[config.mk]
export PLATFORM = sky130hd
export DESIGN_NAME = airlock_arbiter
export DESIGN_NICKNAME = d
export VERILOG_FILES = /design/src/rtl/airlock_pkg.sv /design/src/rtl/airlock_rr_picker.sv /design/src/rtl/airlock_arbiter.sv
export SDC_FILE = /design/constraint.sdc
export NUM_CORES = 1
export LEC_CHECK = 0
export ABC_CLOCK_PERIOD_IN_PS = 3600
export CORE_ASPECT_RATIO = 0.7
export CORE_MARGIN = 5
export CORE_UTILIZATION = 35
export DETAILED_ROUTE_END_ITERATION = 10
export GPL_TIMING_DRIVEN = 0
export HOLD_SLACK_MARGIN = 0.03
export SYNTH_ARGS = -nofsm -noshare
export SYNTH_HDL_FRONTEND = slang
export SYNTH_SLANG_ARGS = --single-unit
[constraint.sdc]
create_clock -name clock -period 3.6 [get_ports clock]
set_input_delay 0.72 -clock clock [delete_from_list [all_inputs] [get_ports clock]]
set_output_delay 0.72 -clock clock [all_outputs]
set_load 0.02 [all_outputs]
[src/rtl/airlock_pkg.sv]
// Shared types and constants for the airlock arbiter: FSM states, fault codes,
// completed-cycle counter width.
package airlock_pkg;

  typedef enum logic [2:0] {
    ST_IDLE,
    ST_LAUNCH,
    ST_ACK,
    ST_RUN,
    ST_COOL,
    ST_FAULT
  } state_e;

  localparam logic [1:0] FAULT_NONE = 2'd0;
  localparam logic [1:0] FAULT_ILK  = 2'd1;
  localparam logic [1:0] FAULT_ACK  = 2'd2;
  localparam logic [1:0] FAULT_WDOG = 2'd3;

  localparam int CYCLES_W = 16;

  // Counter width able to hold values 0..maxval.
  function automatic int cnt_width(input int maxval);
    return (maxval < 2) ? 1 : $clog2(maxval + 1);
  endfunction

endpackage

[src/rtl/airlock_rr_picker.sv]
// Combinational one-hot round-robin pick among (req & mask), scanning upward from ptr.
// Zero latency; no handshake, the parent decides when the pick is consumed.
module airlock_rr_picker #(
  parameter int NREQ = 4,
  parameter int IW   = 2
) (
  input  logic [NREQ-1:0] req,
  input  logic [NREQ-1:0] mask,
  input  logic [IW-1:0]   ptr,
  output logic [NREQ-1:0] gnt_oh,
  output logic [IW-1:0]   gnt_idx,
  output logic            gnt_vld
);

  logic found;
  int   pos;

  always_comb begin
    gnt_oh  = '0;
    gnt_idx = '0;
    found   = 1'b0;
    pos     = 0;
    for (int i = 0; i < NREQ; i++) begin
      pos = int'(ptr) + i;
      if (pos >= NREQ) pos = pos - NREQ;
      if (!found && req[pos] && mask[pos]) begin
        found       = 1'b1;
        gnt_idx     = IW'(pos);
        gnt_oh[pos] = 1'b1;
      end
    end
  end

  assign gnt_vld = found;

endmodule

[src/rtl/airlock_arbiter.sv]
// Round-robin airlock grant sequencer with ack timeout, watchdog and cooldown; all outputs registered.
// Grant/start one edge after req is sampled in IDLE. Optional macro: ARB_PRIORITY_DEPART_EN.
module airlock_arbiter
  import airlock_pkg::*;
#(
  parameter int NREQ       = 4,
  parameter int COOLDOWN   = 16,
  parameter int ACK_CYCLES = 8,
  parameter int TIMEOUT    = 100000000
) (
  input  logic                clock,
  input  logic                reset,
  input  logic [NREQ-1:0]     req,
  input  logic [NREQ-1:0]     dir,
  input  logic                busy,
  input  logic                done,
  input  logic                ilk_error,
  output logic [NREQ-1:0]     grant,
  output logic                start,
  output logic                start_dir,
  output logic                fault,
  output logic [1:0]          fault_code,
  output logic [CYCLES_W-1:0] cycles
);

  localparam int IW    = (NREQ > 1) ? $clog2(NREQ) : 1;
  localparam int ACK_W = cnt_width(ACK_CYCLES);
  localparam int WD_W  = cnt_width(TIMEOUT);
  localparam int CL_W  = cnt_width(COOLDOWN);
  // The IDLE arbitration cycle is the final idle cycle, so COOL itself lasts COOLDOWN-1.
  localparam int COOL_LAST = (COOLDOWN > 1) ? COOLDOWN - 2 : 0;

  state_e              state_q, state_d;
  logic [IW-1:0]       ptr_q, ptr_d;
  logic [NREQ-1:0]     grant_q, grant_d;
  logic                start_q, start_d;
  logic                start_dir_q, start_dir_d;
  logic                fault_q, fault_d;
  logic [1:0]          fault_code_q, fault_code_d;
  logic [CYCLES_W-1:0] cycles_q, cycles_d;
  logic [ACK_W-1:0]    ack_cnt_q, ack_cnt_d;
  logic [WD_W-1:0]     wd_cnt_q, wd_cnt_d;
  logic [CL_W-1:0]     cool_cnt_q, cool_cnt_d;

  logic [NREQ-1:0]     pick_mask;
  logic [NREQ-1:0]     pick_oh;
  logic [IW-1:0]       pick_idx;
  logic                pick_vld;

`ifdef ARB_PRIORITY_DEPART_EN
  assign pick_mask = (|(req & dir)) ? dir : '1;
`else
  assign pick_mask = '1;
`endif

  airlock_rr_picker #(
    .NREQ (NREQ),
    .IW   (IW)
  ) u_picker (
    .req     (req),
    .mask    (pick_mask),
    .ptr     (ptr_q),
    .gnt_oh  (pick_oh),
    .gnt_idx (pick_idx),
    .gnt_vld (pick_vld)
  );

  always_comb begin
    state_d      = state_q;
    ptr_d        = ptr_q;
    grant_d      = grant_q;
    start_d      = 1'b0;
    start_dir_d  = start_dir_q;
    fault_d      = fault_q;
    fault_code_d = fault_code_q;
    cycles_d     = cycles_q;
    ack_cnt_d    = ack_cnt_q;
    wd_cnt_d     = wd_cnt_q;
    cool_cnt_d   = cool_cnt_q;

    // Interlock error outranks every other event in the same cycle.
    if (state_q != ST_FAULT && ilk_error) begin
      state_d      = ST_FAULT;
      grant_d      = '0;
      fault_d      = 1'b1;
      fault_code_d = FAULT_ILK;
    end else begin
      case (state_q)
        ST_IDLE: begin
          if (pick_vld) begin
            state_d     = ST_LAUNCH;
            grant_d     = pick_oh;
            start_d     = 1'b1;
            start_dir_d = dir[pick_idx];
            ptr_d       = (pick_idx == IW'(NREQ - 1)) ? '0 : pick_idx + 1'b1;
          end
        end
        ST_LAUNCH: begin
          state_d   = ST_ACK;
          ack_cnt_d = '0;
        end
        ST_ACK: begin
          if (busy) begin
            state_d  = ST_RUN;
            wd_cnt_d = '0;
          end else if (ack_cnt_q == ACK_W'(ACK_CYCLES - 1)) begin
            state_d      = ST_FAULT;
            grant_d      = '0;
            fault_d      = 1'b1;
            fault_code_d = FAULT_ACK;
          end else begin
            ack_cnt_d = ack_cnt_q + 1'b1;
          end
        end
        ST_RUN: begin
          if (done || !busy) begin
            state_d    = ST_COOL;
            grant_d    = '0;
            cool_cnt_d = '0;
            if (cycles_q != '1) cycles_d = cycles_q + 1'b1;
          end else if (wd_cnt_q == WD_W'(TIMEOUT - 1)) begin
            state_d      = ST_FAULT;
            grant_d      = '0;
            fault_d      = 1'b1;
            fault_code_d = FAULT_WDOG;
          end else begin
            wd_cnt_d = wd_cnt_q + 1'b1;
          end
        end
        ST_COOL: begin
          if (cool_cnt_q >= CL_W'(COOL_LAST)) state_d = ST_IDLE;
          else                                cool_cnt_d = cool_cnt_q + 1'b1;
        end
        ST_FAULT: begin
          grant_d = '0;
        end
        default: state_d = ST_IDLE;
      endcase
    end
  end

  always_ff @(posedge clock or negedge reset) begin
    if (!reset) begin
      state_q      <= ST_IDLE;
      ptr_q        <= '0;
      grant_q      <= '0;
      start_q      <= 1'b0;
      start_dir_q  <= 1'b0;
      fault_q      <= 1'b0;
      fault_code_q <= FAULT_NONE;
      cycles_q     <= '0;
      ack_cnt_q    <= '0;
      wd_cnt_q     <= '0;
      cool_cnt_q   <= '0;
    end else begin
      state_q      <= state_d;
      ptr_q        <= ptr_d;
      grant_q      <= grant_d;
      start_q      <= start_d;
      start_dir_q  <= start_dir_d;
      fault_q      <= fault_d;
      fault_code_q <= fault_code_d;
      cycles_q     <= cycles_d;
      ack_cnt_q    <= ack_cnt_d;
      wd_cnt_q     <= wd_cnt_d;
      cool_cnt_q   <= cool_cnt_d;
    end
  end

  assign grant      = grant_q;
  assign start      = start_q;
  assign start_dir  = start_dir_q;
  assign fault      = fault_q;
  assign fault_code = fault_code_q;
  assign cycles     = cycles_q;

endmodule

==> results.py, run 1 <==
metrics = {
    "outcome": {
        "status": "complete, no violations",
    },
    "placement": {
        "io_buffers": 37,
        "dpl_worst_slack_ns": 0.00472,
        "placed_cells": 605,
        "place_congestion": 0.828,
        "dp_hpwl_um": 6550,
    },
    "sta": {
        "finalWorstSetupSlack_ns": 0.445,
        "timing.final.crit_share_pct": 87.6,
        "fin_setup_tns_ns": 0,
        "hold_ws_ns": 0.475,
        "worst_pin_slew_ns": 0.856,
        "skew_ns": 0.00597,
        "max_slew_margin_pct": 41.5,
        "setup_viol": 0,
        "layout_min_cycle_time_ns": 3.15,
        "hold_viol": 0,
        "grt_setup_unrepaired": "false",
        "slew_violations": 0,
        "maxClockFrequency_mhz": 317,
    },
    "power": {
        "p_leak_uw": 0.00189,
        "ir_drop_mv": 0.234,
        "powerDensity_nw_per_um2": 601,
        "fin_total_pwr_uw": 2830,
    },
    "route": {
        "wl_um": 8950,
        "vias": 3311,
        "viasPerCell": 5.32,
        "drc": 0,
        "firstDrtPassIters": 6,
        "drt_iter0_markers": 202,
        "ant_nets": 0,
        "wl_per_cell_um": 14.4,
    },
    "worst_setup_path": {
        "crit_fanout": 10,
        "crit_top_cell": "o31ai_1",
        "end_kind": "register",
        "rrSetupSlack_ns": 0.45,
        "path_cells": "clkbuf_1, inv_1, ha_1, mux4_2, nor2b_2, or3_1, o31ai_1, a221oi_1, o31ai_1",
        "cp.required_ns": 3.80,
        "cp_slowest_stage_delay_ns": 0.62,
        "arrival_ns": 3.35,
        "start_kind": "register",
        "cp_slowest_cell": "mux4_2",
        "path_class": "reg -> reg",
    },
    "clock_tree": {
        "cts_buffers": 9,
        "cts.path.max_buffers": 2,
        "cts_tree": "yes",
        "htreeDepth": 3,
        "numClockSinks": 66,
        "clk_latency_ns": 0.33,
        "clkSlewWorstSetupHoldPaths_ns": 0.05,
        "post-cts-setup-buffers": 0,
        "clockRootBuffer": "clkbuf_16",
    },
    "die": {
        "rows": 32,
        "die-area_um2": 13200,
        "dieWidth_um": 135,
        "fp.dieH_um": 97.7,
        "start_util_pct": 35.3,
        "coreArea_um2": 10900,
        "ios": 38,
    },
    "global_route": {
        "grt_max_degree": 67,
        "grt_util_all_layers_pct": 14.8,
        "gr-total-overflow": 0,
        "grt_antenna_before_repair": 0,
        "grt_pass1_vias": 3225,
        "grt_pass1_wl_um": 15900,
    },
    "final_layout": {
        "final_common_cell": "dfrtp_1",
        "drive_gt1_share_pct": 8.53,
        "antennaDiodeCount": 0,
        "syn_to_final_growth_pct": 22.5,
        "stdcell_count": 622,
        "nNetsFinal": 486,
        "nFillCells": 1072,
        "final_cell_mix": "dfrtp_1 (66), nand2_1 (39), clkdlybuf4s50_1 (36), a21oi_1 (33), nor2_1 (32)",
    },
    "worst_hold_path": {
        "hp-class": "reg -> reg",
    },
    "yosys": {
        "netlist_instances": 415,
        "synth_simple_gate_area_share_pct": 23.6,
        "synthAdderAreaFrac_pct": 2.93,
        "synth-async-reset-ratio_pct": 100,
        "synth-main-ff-cell": "dfrtp_1",
        "synth_xor_area_share_pct": 6.15,
        "synth_top_family_by_area": "simple AND/OR/NAND/NOR gates",
        "yosysUniqueCellTypes": 59,
        "synth.avg_cell_area_um2": 9.26,
        "synth.yosys.seq_area_share_pct": 43.0,
        "syn_nets": 437,
        "ys_warn_count": 0,
        "synthMuxAreaShare_pct": 3.81,
        "netlist_area_um2": 3840,
        "synth_compound_area_share_pct": 16.6,
        "ys_ff_latch": 66,
        "synth_edf_count": 0,
    },
    "flow_run": {
        "drv_cap": 0,
    },
}
[worst max-delay path, delay by kind of cell (launching register included)]
| kind | cells | cell delay (ns) |
|---|---|---|
| AO/OA/AOI/OAI | 3 | 0.49 |
| adder cells (fa/ha/maj) | 1 | 0.46 |
| buffers and inverters | 2 | 0.51 |
| flip-flops | 1 | 0.48 |
| multiplexers | 1 | 0.62 |
| AND/OR/NAND/NOR | 2 | 0.46 |
[cells in the mapped netlist, types with 4 or more instances]
master | count | area, um2
dfrtp_1 | 66 | 1650
nand2_1 | 39 | 146
a21oi_1 | 33 | 165
nor2_1 | 32 | 120
inv_1 | 22 | 82.6
xnor2_1 | 22 | 193
nand3_1 | 21 | 105
o21ai_0 | 21 | 105
or3_1 | 16 | 100
nand4_1 | 14 | 87.6
ha_1 | 9 | 113
nand2b_1 | 7 | 43.8
a22o_1 | 6 | 52.6
clkbuf_1 | 6 | 22.5
a211oi_1 | 5 | 37.5
a22oi_1 | 5 | 37.5
and3_1 | 5 | 31.3
nand3b_1 | 5 | 37.5
o31ai_1 | 5 | 37.5
or4_1 | 5 | 37.5
xor2_1 | 5 | 43.8
mux2_1 | 4 | 45.0
o211ai_1 | 4 | 30.0
[kinds of logic after synthesis]
group | Yosys count
flip-flops | 66
buffers and inverters | 34
multiplexers | 10
XOR/XNOR | 27
AND/OR/NAND/NOR | 169
adder cells (fa/ha/maj) | 9
AO/OA/AOI/OAI | 100
[area by class of cell]
type / instances / area (um2) / share of cell area (%)
clock buffer: 12 / 246 / 5.24
multi-input combinational: 315 / 2050 / 43.4
timing repair buffer: 38 / 373 / 7.92
tap: 153 / 191 / 4.07
inverter: 22 / 82.6 / 1.75
sequential: 66 / 1650 / 35.1
buffer: 12 / 66.3 / 1.41
clock inverter: 4 / 51.3 / 1.09
[path summary, 6_finish.rpt]
path / cells after the start / start / endpoint
max in group asynchronous: 1 / reset / start_dir
min in group asynchronous: 1 / reset / wd_cnt_q[12]
worst min register to register: 1 / fault / fault
worst min-delay path: 1 / fault / fault
worst max-delay path: 9 / ptr_q[0] / start_dir
worst max register to register: 9 / ptr_q[0] / start_dir
[registers in the layout (all words and copies together), names as in the netlist]
| register | count |
|---|---|
| fault | 1 |
| ptr_q | 2 |
| cycles | 16 |
| grant | 4 |
| wd_cnt_q | 27 |
| start | 1 |
| start_dir | 1 |
| fault_code | 2 |
| state_q | 3 |
| ack_cnt_q | 4 |
| cool_cnt_q | 5 |
[where the power goes]
| group | total [uW] | internal (uW) | switching [uW] |
|---|---|---|---|
| logic | 1010 | 434 | 571 |
| clock network | 875 | 555 | 320 |
| registers | 947 | 846 | 101 |
[stage by stage]
step           cell area (um2)  utilization, %
2_1_floorplan             3840               -
5_1_grt                   4710            43.2
3_5_place_dp              4400            40.4
4_1_cts                   4700            43.2
6_report                  4710            43.2
3_3_place_gp              4410            40.5
[what timing repair did]
item / in CTS / in global routing
endpoints found under the setup margin: 0 / 1
hold buffers: 0 / 0
resized for setup: 0 / 1
[metal layers]
| metal | global-route usage (%) | vias up | wire, um |
|---|---|---|---|
| met1 | 21.7 | 1600 | 4560 |
| met2 | 20.8 | 79 | 3760 |
| met4 | 5.50 | 0 | 177 |
| met3 | 3.73 | 14 | 443 |
| met5 | 0 | - | 0 |
| li1 | - | 1618 | - |
No activity file was read; power rests on OpenSTA's default activity.
==> inputs of run 2 (changes only) <==
--- a/config.mk
+++ b/config.mk
@@ -6,10 +6,10 @@
 export NUM_CORES = 1
 export LEC_CHECK = 0
 export ABC_CLOCK_PERIOD_IN_PS = 3600
-export CORE_ASPECT_RATIO = 0.7
-export CORE_MARGIN = 5
+export CORE_MARGIN = 4
 export CORE_UTILIZATION = 35
 export DETAILED_ROUTE_END_ITERATION = 10
+export GPL_ROUTABILITY_DRIVEN = 0
 export GPL_TIMING_DRIVEN = 0
 export HOLD_SLACK_MARGIN = 0.03
 export SYNTH_ARGS = -nofsm -noshare
==> run 2 against run 1 <==
Net effect: first-iteration DRC count is 24% lower; worst hold slack worse by 0.0032 ns; maximum frequency is 2.9% lower; count of clock-buffer cells in the layout is 3 lower; clock power is 21% lower; utilization is 0.61 points higher; global-route usage is 0.65 points lower; clock skew is 0.0082 ns higher; total power is 7.8% lower.
==> results.py, run 2 (synthesis gave the netlist of run 1 again) <==
metrics = {
    "outcome": {
        "status": "complete, no violations",
    },
    "worst_setup_path": {
        "cp-startpoint": "ptr_q[0]",
        "endpoint": "start_dir",
        "reg2regPathDepth": 9,
        "cp.required_ns": 3.84,
        "rrSetupSlack_ns": 0.35,
        "r2r_start": "ptr_q[0]",
        "start_kind": "register",
        "cp_slowest_cell": "mux4_2",
        "crit_cells": 9,
        "cp_slowest_stage_delay_ns": 0.61,
        "arrival_ns": 3.48,
        "path_class": "reg -> reg",
        "crit_fanout": 10,
        "r2r_end": "start_dir",
        "path_cells": "clkbuf_1, inv_1, ha_1, mux4_2, nor2b_1, or3_1, o31ai_1, a221oi_1, o31ai_1",
        "end_kind": "register",
        "cp_num_buf_inv": 2,
        "crit_family": "multiplexers",
        "crit_top_cell": "o31ai_1",
    },
    "final_layout": {
        "final_cell_mix": "dfrtp_1 (66), nand2_1 (39), clkdlybuf4s50_1 (36), a21oi_1 (33), nor2_1 (32)",
        "final_common_cell": "dfrtp_1",
        "regMostFlops": "wd_cnt_q",
        "antennaDiodeCount": 0,
        "multi_input_area_um2": 2050,
        "nNetsFinal": 485,
        "nFillCells": 1021,
        "fin_util_pct": 43.8,
        "stdcell_count": 604,
        "seqCellArea_um2": 1650,
        "syn_to_final_growth_pct": 19.9,
        "largest_reg_flops": 27,
        "drive_gt1_share_pct": 8.76,
        "fin_area_um2": 4610,
    },
    "global_route": {
        "grt_antenna_before_repair": 0,
        "grt-busiest-layer": "met2",
        "grt_util_all_layers_pct": 14.1,
        "grt_pass1_wl_um": 14900,
        "use_met2_pct": 22.2,
        "grt_pass1_vias": 3132,
        "use_met1_pct": 18.4,
        "grt_max_degree": 67,
        "gr-total-overflow": 0,
        "grt_use_met3_pct": 3.90,
    },
    "placement": {
        "place_area_um2": 4380,
        "placed_cells": 588,
        "dp_hpwl_um": 6220,
        "io_buffers": 37,
    },
    "sta": {
        "setup_viol": 0,
        "skew_ns": 0.0142,
        "grt_setup_unrepaired": "false",
        "timing.final.crit_share_pct": 90.2,
        "maxClockFrequency_mhz": 308,
        "worst_pin_slew_ns": 0.992,
        "hold_ws_ns": 0.472,
        "layout_min_cycle_time_ns": 3.25,
        "max_slew_margin_pct": 32.2,
        "slew_violations": 0,
        "hold_viol": 0,
    },
    "route": {
        "drc": 0,
        "wl_per_cell_um": 14.3,
        "wl_um": 8630,
        "vias": 3218,
        "viasPerCell": 5.33,
        "drt_iter0_markers": 154,
        "firstDrtPassIters": 4,
        "ant_nets": 0,
    },
    "die": {
        "fp.dieH_um": 113,
        "coreArea_um2": 10500,
        "start_util_pct": 36.6,
        "rows": 37,
        "dieWidth_um": 113,
        "ios": 38,
        "die-area_um2": 12700,
    },
    "clock_tree": {
        "cts_tree": "yes",
        "cts.path.max_buffers": 2,
        "post-cts-setup-buffers": 0,
        "hold_buffers": 0,
        "cts_buffers": 9,
        "clockRootBuffer": "clkbuf_8",
        "numClockSinks": 66,
        "clk_latency_ns": 0.36,
        "clkSlewWorstSetupHoldPaths_ns": 0.07,
        "htreeDepth": 3,
    },
    "power": {
        "p_leak_uw": 0.00186,
        "powerDensity_nw_per_um2": 566,
        "fin_total_pwr_uw": 2610,
        "ir_drop_mv": 0.477,
    },
    "worst_hold_path": {
        "hp-class": "in -> async",
    },
    "flow_run": {
        "drv_cap": 0,
    },
}
==> run 2: cell count changes in the layout (fill, tap and decap cells not counted), sizes merged <==
cell and change:
bufinv +1, clkbuf -4, clkinv +1, clkinvlp +1
==> run 2: worst min-delay path by stage <==
stage / from / endpoint / depth (start not counted)
4_1_cts: reset / grant[1] / 1
3_3_place_gp: start_dir / start_dir / 2
6_report: reset / wd_cnt_q[1] / 1
5_1_grt: grant[3] / grant[3] / 1
3_5_place_dp: start_dir / start_dir / 2
2_1_floorplan: reset / ack_cnt_q[0] / 0
==> run 2: through the flow <==
step                setup slack, ns  setup TNS [ns]
CTS                           0.165               0
finish                        0.352               0
global placement             -0.507          -33.25
detailed placement           0.0972               0
global route                 0.0594               0
floorplan                     0.766               0
==> run 2: layout make-up <==
type,instances,share of cell area [%]
clock inverter,7,2.04
sequential,66,35.8
tap,136,3.69
multi-input combinational,315,44.5
inverter,22,1.79
clock buffer,9,2.69
timing repair buffer,37,7.98
buffer,12,1.44
==> run 2: routing by layer <==
layer  vias up  share of wire [%]
met1      1546                 47
met2        51                 48
li1       1606                  -
met5         -                  0
met3        15                3.1
met4         0                1.9
==> run 2: power breakdown <==
group / internal [uW] / switching, uW
Combinational: 431 / 539
Sequential: 844 / 102
Clock: 388 / 302
==> run 2: what timing repair did <==
| item | in CTS | in global routing |
|---|---|---|
| gates resized for setup | 0 | 1 |
| hold endpoints to repair | 0 | 0 |
| endpoints found under the setup margin | 0 | 2 |
